===== config.mk =====
export PLATFORM = sky130hd
export DESIGN_NAME = r5p_fetch
export DESIGN_NICKNAME = d
export VERILOG_FILES = /design/src/rtl/r5p_fetch.sv
export SDC_FILE = /design/constraint.sdc
export NUM_CORES = 1
export LEC_CHECK = 0
export BUFFER_PORTS_ARGS = -buffer_cell sky130_fd_sc_hd__buf_2
export CAP_MARGIN = 15
export CELL_PAD_IN_SITES_DETAIL_PLACEMENT = 1
export CELL_PAD_IN_SITES_GLOBAL_PLACEMENT = 1
export CORE_MARGIN = 2
export CORE_UTILIZATION = 43
export DETAILED_ROUTE_END_ITERATION = 8
export PLACE_DENSITY = 0.76
export SKIP_LAST_GASP = 1
export SLEW_MARGIN = 30
export SYNTH_ARGS = -nofsm -noshare
export SYNTH_HDL_FRONTEND = slang
export SYNTH_SLANG_ARGS = --single-unit
export TNS_END_PERCENT = 20

===== constraint.sdc =====
create_clock -name clk -period 7.7 [get_ports clk]
set_clock_uncertainty 0.05 [all_clocks]
set_input_delay 0 -clock clk [delete_from_list [all_inputs] [get_ports clk]]
set_output_delay 0 -clock clk [all_outputs]
set_load 0.005 [all_outputs]

===== src/rtl/r5p_fetch.sv =====
// r5p_fetch: sequential instruction fetch with a small {dat, pc} queue
// feeding decode over a valid/ready handshake. A redirect from execute
// flushes the queue and drops any response arriving in the same cycle.
module r5p_fetch #(
   parameter logic [31:0] RESET_PC = 32'h0000_0000,
   parameter int unsigned DEPTH    = 2
) (
   input  logic        clk,
   input  logic        rst,
   input  logic        jmp_vld,
   input  logic [31:0] jmp_adr,
   output logic        ifb_vld,
   output logic [31:0] ifb_adr,
   input  logic        ifb_rdy,
   input  logic [31:0] ifb_rdt,
   output logic        ins_vld,
   input  logic        ins_rdy,
   output logic [31:0] ins_dat,
   output logic [31:0] ins_pc
);

   localparam int unsigned   AW         = $clog2(DEPTH);
   localparam logic [31:0]   RESET_PC_W = {RESET_PC[31:2], 2'b00};
   localparam logic [AW+1:0] DEPTH_C    = (AW+2)'(DEPTH);

   // fetch address, captured request PC, response-due and discard flags
   logic [31:0] pc_q, pc_d;
   logic [31:0] rpc_q, rpc_d;
   logic        inf_q, inf_d;
   logic        dsc_q, dsc_d;

   // queue bookkeeping
   logic [AW-1:0] wr_ptr_q, wr_ptr_d;
   logic [AW-1:0] rd_ptr_q, rd_ptr_d;
   logic [AW:0]   occ_q, occ_d;

   // queue storage (not reset)
   logic [31:0] dat_q [DEPTH];
   logic [31:0] dat_d [DEPTH];
   logic [31:0] ipc_q [DEPTH];
   logic [31:0] ipc_d [DEPTH];

   logic          pop;
   logic          push;
   logic          req;
   logic [AW+1:0] credit;

   // the two low address bits of a redirect target carry no information
   logic unused_jmp_lsb;
   assign unused_jmp_lsb = ^jmp_adr[1:0];

   // decode-side outputs come straight from occupancy and the head entry
   always_comb begin
      ins_vld = (occ_q != '0);
      ins_dat = '0;
      ins_pc  = '0;
      if (ins_vld) begin
         ins_dat = dat_q[rd_ptr_q];
         ins_pc  = ipc_q[rd_ptr_q];
      end
   end

   // issue credit counts queued entries plus the one in flight, minus the
   // entry leaving this cycle, so a response always finds a free slot
   always_comb begin
      pop     = ins_vld & ins_rdy;
      credit  = {1'b0, occ_q} + (AW+2)'(inf_q) - (AW+2)'(pop);
      ifb_vld = !rst & !jmp_vld & (credit < DEPTH_C);
      ifb_adr = pc_q;
      req     = ifb_vld & ifb_rdy;
      push    = inf_q & !dsc_q & !jmp_vld;
   end

   // next-state: fetch PC, in-flight tracking and queue pointers
   always_comb begin
      pc_d     = pc_q;
      rpc_d    = rpc_q;
      inf_d    = req;
      dsc_d    = 1'b0;
      wr_ptr_d = wr_ptr_q;
      rd_ptr_d = rd_ptr_q;
      occ_d    = occ_q;
      if (jmp_vld) begin
         pc_d     = {jmp_adr[31:2], 2'b00};
         wr_ptr_d = '0;
         rd_ptr_d = '0;
         occ_d    = '0;
      end else begin
         if (req) begin
            pc_d  = pc_q + 32'd4;
            rpc_d = pc_q;
         end
         if (push) begin
            wr_ptr_d = wr_ptr_q + AW'(1);
         end
         if (pop) begin
            rd_ptr_d = rd_ptr_q + AW'(1);
         end
         case ({push, pop})
            2'b10:   occ_d = occ_q + (AW+1)'(1);
            2'b01:   occ_d = occ_q - (AW+1)'(1);
            default: occ_d = occ_q;
         endcase
      end
   end

   // next-state: queue storage written at the write pointer on a push
   always_comb begin
      dat_d = dat_q;
      ipc_d = ipc_q;
      if (push) begin
         dat_d[wr_ptr_q] = ifb_rdt;
         ipc_d[wr_ptr_q] = rpc_q;
      end
   end

   // control state with asynchronous reset
   always_ff @(posedge clk or posedge rst) begin
      if (rst) begin
         pc_q     <= RESET_PC_W;
         rpc_q    <= RESET_PC_W;
         inf_q    <= 1'b0;
         dsc_q    <= 1'b0;
         wr_ptr_q <= '0;
         rd_ptr_q <= '0;
         occ_q    <= '0;
      end else begin
         pc_q     <= pc_d;
         rpc_q    <= rpc_d;
         inf_q    <= inf_d;
         dsc_q    <= dsc_d;
         wr_ptr_q <= wr_ptr_d;
         rd_ptr_q <= rd_ptr_d;
         occ_q    <= occ_d;
      end
   end

   // queue storage register, deliberately without reset
   always_ff @(posedge clk) begin
      dat_q <= dat_d;
      ipc_q <= ipc_d;
   end

endmodule


======== Word-level counts from Yosys, hierarchy flattened ========
Index checks and enable logic that the tools add are counted.
W data, S select, Z words.
cells by class
  eq/ne operators ......................... 2
  reductions and logical operators ........ 9
  bitwise logic cells ..................... 8
  mux-type cells .......................... 20
  add/subtract/negate cells ............... 7
  order comparisons ....................... 4
operators with widths
  operator                 number
  $mux W32                 11
  $bwmux W64               2
  $add A32 B3 Y32 const B  1
  $demux W32 S1            1
  $reduce_bool A2 Y1       4
  $and A1 B1 Y1            5
  $ge A2 B2 Y1 const B     2
  $mux W1                  4
  $not A1 Y2               2
  $pmux W2 S2              1
  $add A2 B1 Y3            1
  $lt A3 B2 Y1 const B     1
  $reduce_bool A3 Y1       1
  $sub A3 B1 Y3            1
  $add A1 B1 Y1 const B    2
  $add A2 B1 Y2 const B    1
  $eq A2 B1 Y1 const B     1
  $eq A2 B2 Y1 const B     1
  $logic_not A1 Y1         2
  $lt A2 B1 Y1 const B     1
  $mux W2                  1
  $reduce_and A2 Y1        1
  $sub A2 B1 Y2 const B    1
  $logic_and A1 B1 Y1      1
  $not A1 Y1               1
word-level totals
  logic and storage cells ................. 60
  output and inout port bits .............. 98
  flip-flop bits (word level) ............. 197
  bits of input ports ..................... 69

======== Longest topological paths before layout ========
  depth after elaboration ................. 8
  gate-level depth with buffers ........... 13
  depth with buffers taken out ............ 11

======== Worst setup path after synthesis ========
No wires, ideal clock.
  path kind ............................... reg2reg
  from .................................... register inf_q
  to ...................................... register dat_q[32] (netlist name) (enable)
  slack ................................... 1.958 ns
  library setup time ...................... 0.571 ns
  path buffers ............................ 1
  stages on the path, launching flop included .. 3
  arrival ................................. 5.121 ns
  cells stage by stage .................... dfrtp_1 > clkbuf_1 > nor3b_1
on the way
  longest elaborated chain between the ends .. 1
ends and longest elaborated chain
  element                 line  RTL
  from (decl)             29    logic inf_q, inf_d;
  from (signal assigned)  130   inf_q <= inf_d;
  $and A1 B1 Y1           71    push = inf_q & !dsc_q & !jmp_vld;
  to (signal assigned)    140   dat_q <= dat_d;
  to (decl)               38    logic [31:0] dat_q [DEPTH];
Every way passes these cells.
A chain may end at the register's enable or synchronous reset.

======== Final worst setup path ========
  from .................................... register occ_q[1]
  to ...................................... register pc_q[28] (netlist: ifb_adr[28])
on the way
  longest elaborated chain between the ends .. 7
  elaborated cells between the ends (all ways) .. 8
ends and longest elaborated chain
  element                                                line  RTL
  from (decl)                                            35    logic [AW:0] occ_q, occ_d;
  from (signal assigned)                                 126   occ_q <= '0;
  from (signal assigned)                                 134   occ_q <= occ_d;
  branches (longest 2 deep; another with $add A2 B1 Y3)  -
  $sub A3 B1 Y3 *                                        67    credit = {1'b0, occ_q} + (AW+2)'(inf_q) - (AW+2)'(pop);
  $lt A3 B2 Y1 *                                         68    ifb_vld = !rst & !jmp_vld & (credit < DEPTH_C);
  $and A1 B1 Y1 *                                        68
  $and A1 B1 Y1 *                                        70    req = ifb_vld & ifb_rdy;
  $reduce_bool A2 Y1 (no line) *                         -
  to (signal assigned)                                   128   pc_q <= pc_d;
  to (decl)                                              27    logic [31:0] pc_q, pc_d;
Every way passes the cells marked *.

==> summary.md <==
| Metric | Value |
|---|---|
| Total CTS buffers | `17` |
| Hold path depth | `4` |
| Fmax | `217 MHz` |
| Worst-path fanout max | `49` |
| Die Ht | `140 um` |
| Syn Inst Count | `642` |
| Crit path cell chain | `nor2_4, nor2_1, ha_1, nand2b_1, fa_1, xor2_1, or4_4, inv_2, nor2_1, buf_4, a22o_1, or3_1` |
| Clk_lat worst skew | `420 ps` |
| Hold path start | `jmp_vld` |
| Placed Cells | `1,003` |
| Placer Congestion | `0.761` |
| Gr usage total | `0.205` |
| Crit path required time | `between 7000 and 8000 ps` |
| Vias in the first global route | `slightly above 6,000` |
| Class of the worst hold path | `primary input to flip-flop` |
| Via Count | `5,777` |
| Clk buf depth | `2` |
| DRC | `0` |
| Highest Signal Layer | `met4` |
| XOR/XNOR Fraction of Synth Area | `0.00662` |
| Global route overflow | `0` |
| Largest family of logic cells by synthesized area | `simple AND/OR/NAND/NOR gates` |
| # diodes | `0` |
| Post-synthesis cell area | `0.00794 mm2` |
| Crit path top cell by count | `nor2_1` |
| Slew headroom | `0.415` |
| Crit path launch | `occ_q[1]` |
| Crit path time final | `about 4600 ps` |
| CP Class | `flip-flop to flip-flop` |
| Vias per std cell | `5.26` |
| Final Setup Violations | `0` |
| Synth Flop Type | `edfxtp_1` |
| Synth Warn # | `0` |
| Unrepaired setup endpoints after global routing | `no` |
| Cells on worst reg2reg path | `12` |
| Met3 wire length | `857 um` |
| Pwr Density | `244 mW/mm2` |
| CTS root buffer | `clkbuf_16` |
| Post-CTS setup buffer count | `0` |
| Area growth from synthesis to layout | `28.2%` |
| HPWL after DPL | `12,600 um` |
| Status | `complete, no violations` |
| DR WL/cell | `18.0 um` |
| Worst r2r src | `occ_q[1]` |
| Die Width | `140 um` |
| CTS Sinks | `approximately 190` |
| Total iterations of the first detailed-routing run | `5` |
| Met2 routed wirelength | `10,100 um` |
| Final Hold Vio Count | `0` |
| Clock tree from TritonCTS | `done` |
| Setup tns final | `0 ps` |
| Compound-cell area share of the yosys netlist | `0.0479` |
| Max-cap viol count | `0` |
| Post-synthesis simple-gate area fraction | `0.156` |
| Initial Util | `0.440` |
| First-pass GRT wire length | `31,700 um` |
| Crit-path max cell delay | `just under 800 ps` |
| Largest net degree at the start of global routing | `66` |
| Critical Path End Type | `flip-flop` |
| Unique masters post-synth | `50` |
| Post-Route WL | `19,800 um` |
| Initial antenna violation count | `0` |
| Die area | `between 0.015 and 0.02 mm2` |
| Arrival time at the worst endpoint | `4850 ps` |
| H-tree lvl count | `4` |
| Worst Tran Pin Value | `876 ps` |
| Post-route ant nets | `0` |
| Core Rows | `just under 50` |
| Reg clk slew, reported paths | `70 ps` |
| # port buffers | `160` |
| Initial detailed-routing violation count | `209` |
| Area share of fa/ha/maj cells after synthesis | `0.00567` |
| Layout cells sized above 1 | `0.237` |
| Async S/R FF share, synth | `0.344` |
| Post-synth EDFFs | `124` |
| Final #Nets | `929` |
| Critical path startpoint category | `flip-flop` |
| Core area | `0.0180 mm2` |
| Slowest CP cell | `or4_4` |
| Part of the cycle the worst path needs | `0.597` |
| Max IR drop VDD | `0.000165 V` |
| Post-Layout Cell Count | `1,098` |
| I/O pin total | `167` |
| Pleak | `4.21 nW` |
| Met1 Wirelength | `8660 um` |
| Quantity of gates resized following cts | `0` |
| Syn_area_per_cell | `12.4 um2` |
| Design area | `a little over 0.01 mm2` |
| Placed Area | `0.00894 mm2` |
| Yosys reg bits | `189` |
| Pins Over Slew Limit | `0` |
| Mux share of post-synthesis cell area | `0.0834` |
| Sequential element share of the synthesized area | `0.674` |
[critical path, delay by kind of cell, from the launching register on]
kind,cells,cell delay (ps)
compound gates,1,180
xor+xnor,1,170
buf+inv,2,1020
fa+ha+maj,2,680
simple gates,6,1820
flops,1,530
[timing repair]
| action | in CTS | in global routing |
|---|---|---|
| setup endpoints to repair | 0 | 0 |
| endpoints found under the hold margin | 160 | 0 |
| hold buffers | 64 | 0 |
[where the power goes]
part	total, mW	leakage, nW	switching (mW)	internal, mW
Combinational	0.321	1.99	0.171	0.151
Clock	0.881	0.284	0.369	0.512
Sequential	1.28	1.94	0.0886	1.19
Total	2.48	4.21	0.629	1.85
[through the flow]
| step | setup slack, ps | hold WS (ps) | utilization | power [mW] |
|---|---|---|---|---|
| after global routing | 2890 | 163 | 0.564 | 2.59 |
| after detailed placement | 3140 | 144 | 0.496 | 1.60 |
| final | 3100 | 142 | 0.564 | 2.48 |
| after CTS | 3120 | 110 | 0.564 | 2.51 |
| after floorplan | 1960 | -14.5 | - | 1.45 |
| after global placement | 3320 | 138 | 0.495 | 1.57 |
[per-layer routing]
layer,up-vias,global-route usage
met4,0,0.0605
met5,-,0
met1,2895,0.258
met3,12,0.0382
li1,2703,-
met2,167,0.361
[state kept, by name (all words and copies together), names as in the netlist]
register  flops
wr_ptr_q      1
occ_q         2
inf_q         1
rd_ptr_q      1
rpc_q        30
ifb_adr      30
dat_q        64
ipc_q        60
[cell type report]
class / instances / area, um2
Multi-Input combinational cell: 411 / 2410
Timing Repair Buffer: 231 / 1510
Tap cell: 229 / 287
Clock inverter: 13 / 164
Sequential cell: 189 / 5350
Fill cell: 1861 / 7850
Inverter: 7 / 26.3
Clock buffer: 18 / 429
[cell usage in the layout (no fill, tap or decap), types with 3 or more instances in the layout]
cell           synthesis  routed
a21oi_1                5       5
nand3_1               14      14
and3_1                 3       3
nand4_1               12      12
nand2_1              125     125
mux2i_1               65      65
inv_1                  6       5
buf_4                  6       6
buf_2                  4     160
edfxtp_1             124     124
o21ai_0               22      22
bufinv_16              0       3
a221o_1                3       3
xnor2_1                4       4
and2_1                 4       4
nor2b_1                8       8
o211ai_1               7       7
o311ai_0               6       6
a22oi_1                3       3
dfrtp_1               65      64
or3_1                  5       5
dlygate4sd3_1          0      64
a21o_1                 3       3
nand2b_1               5       5
clkbuf_16              0      17
conb_1                 1       4
nor2_1                83      82
[cell families after synthesis]
logic type / after synthesis
simple gates: 275
flops: 189
mux: 66
compound gates: 57
buf+inv: 45
xor+xnor: 6
fa+ha+maj: 3
other cells: 1
[path summary, 6_finish.rpt]
kind	to	slack, ps
worst max-delay path	ifb_adr[28]	3100
worst min-delay path	ifb_adr[27]	140
min in group asynchronous	rd_ptr_q	330
worst min register to register	ipc_q[46]	420
worst max register to register	ifb_adr[28]	3100
max in group asynchronous	rd_ptr_q	6640
[cell usage after synthesis (7+ instances only)]
library cell,instances,area share
nand2_1,125,0.059
edfxtp_1,124,0.47
nor2_1,83,0.039
dfrtp_1,65,0.20
mux2i_1,65,0.082
clkbuf_1,22,0.010
o21ai_0,22,0.014
nand3_1,14,0.0088
nand4_1,12,0.0095
nor2b_1,8,0.0063
o211ai_1,7,0.0066
Note: power is estimated with default switching activity, not from simulation.
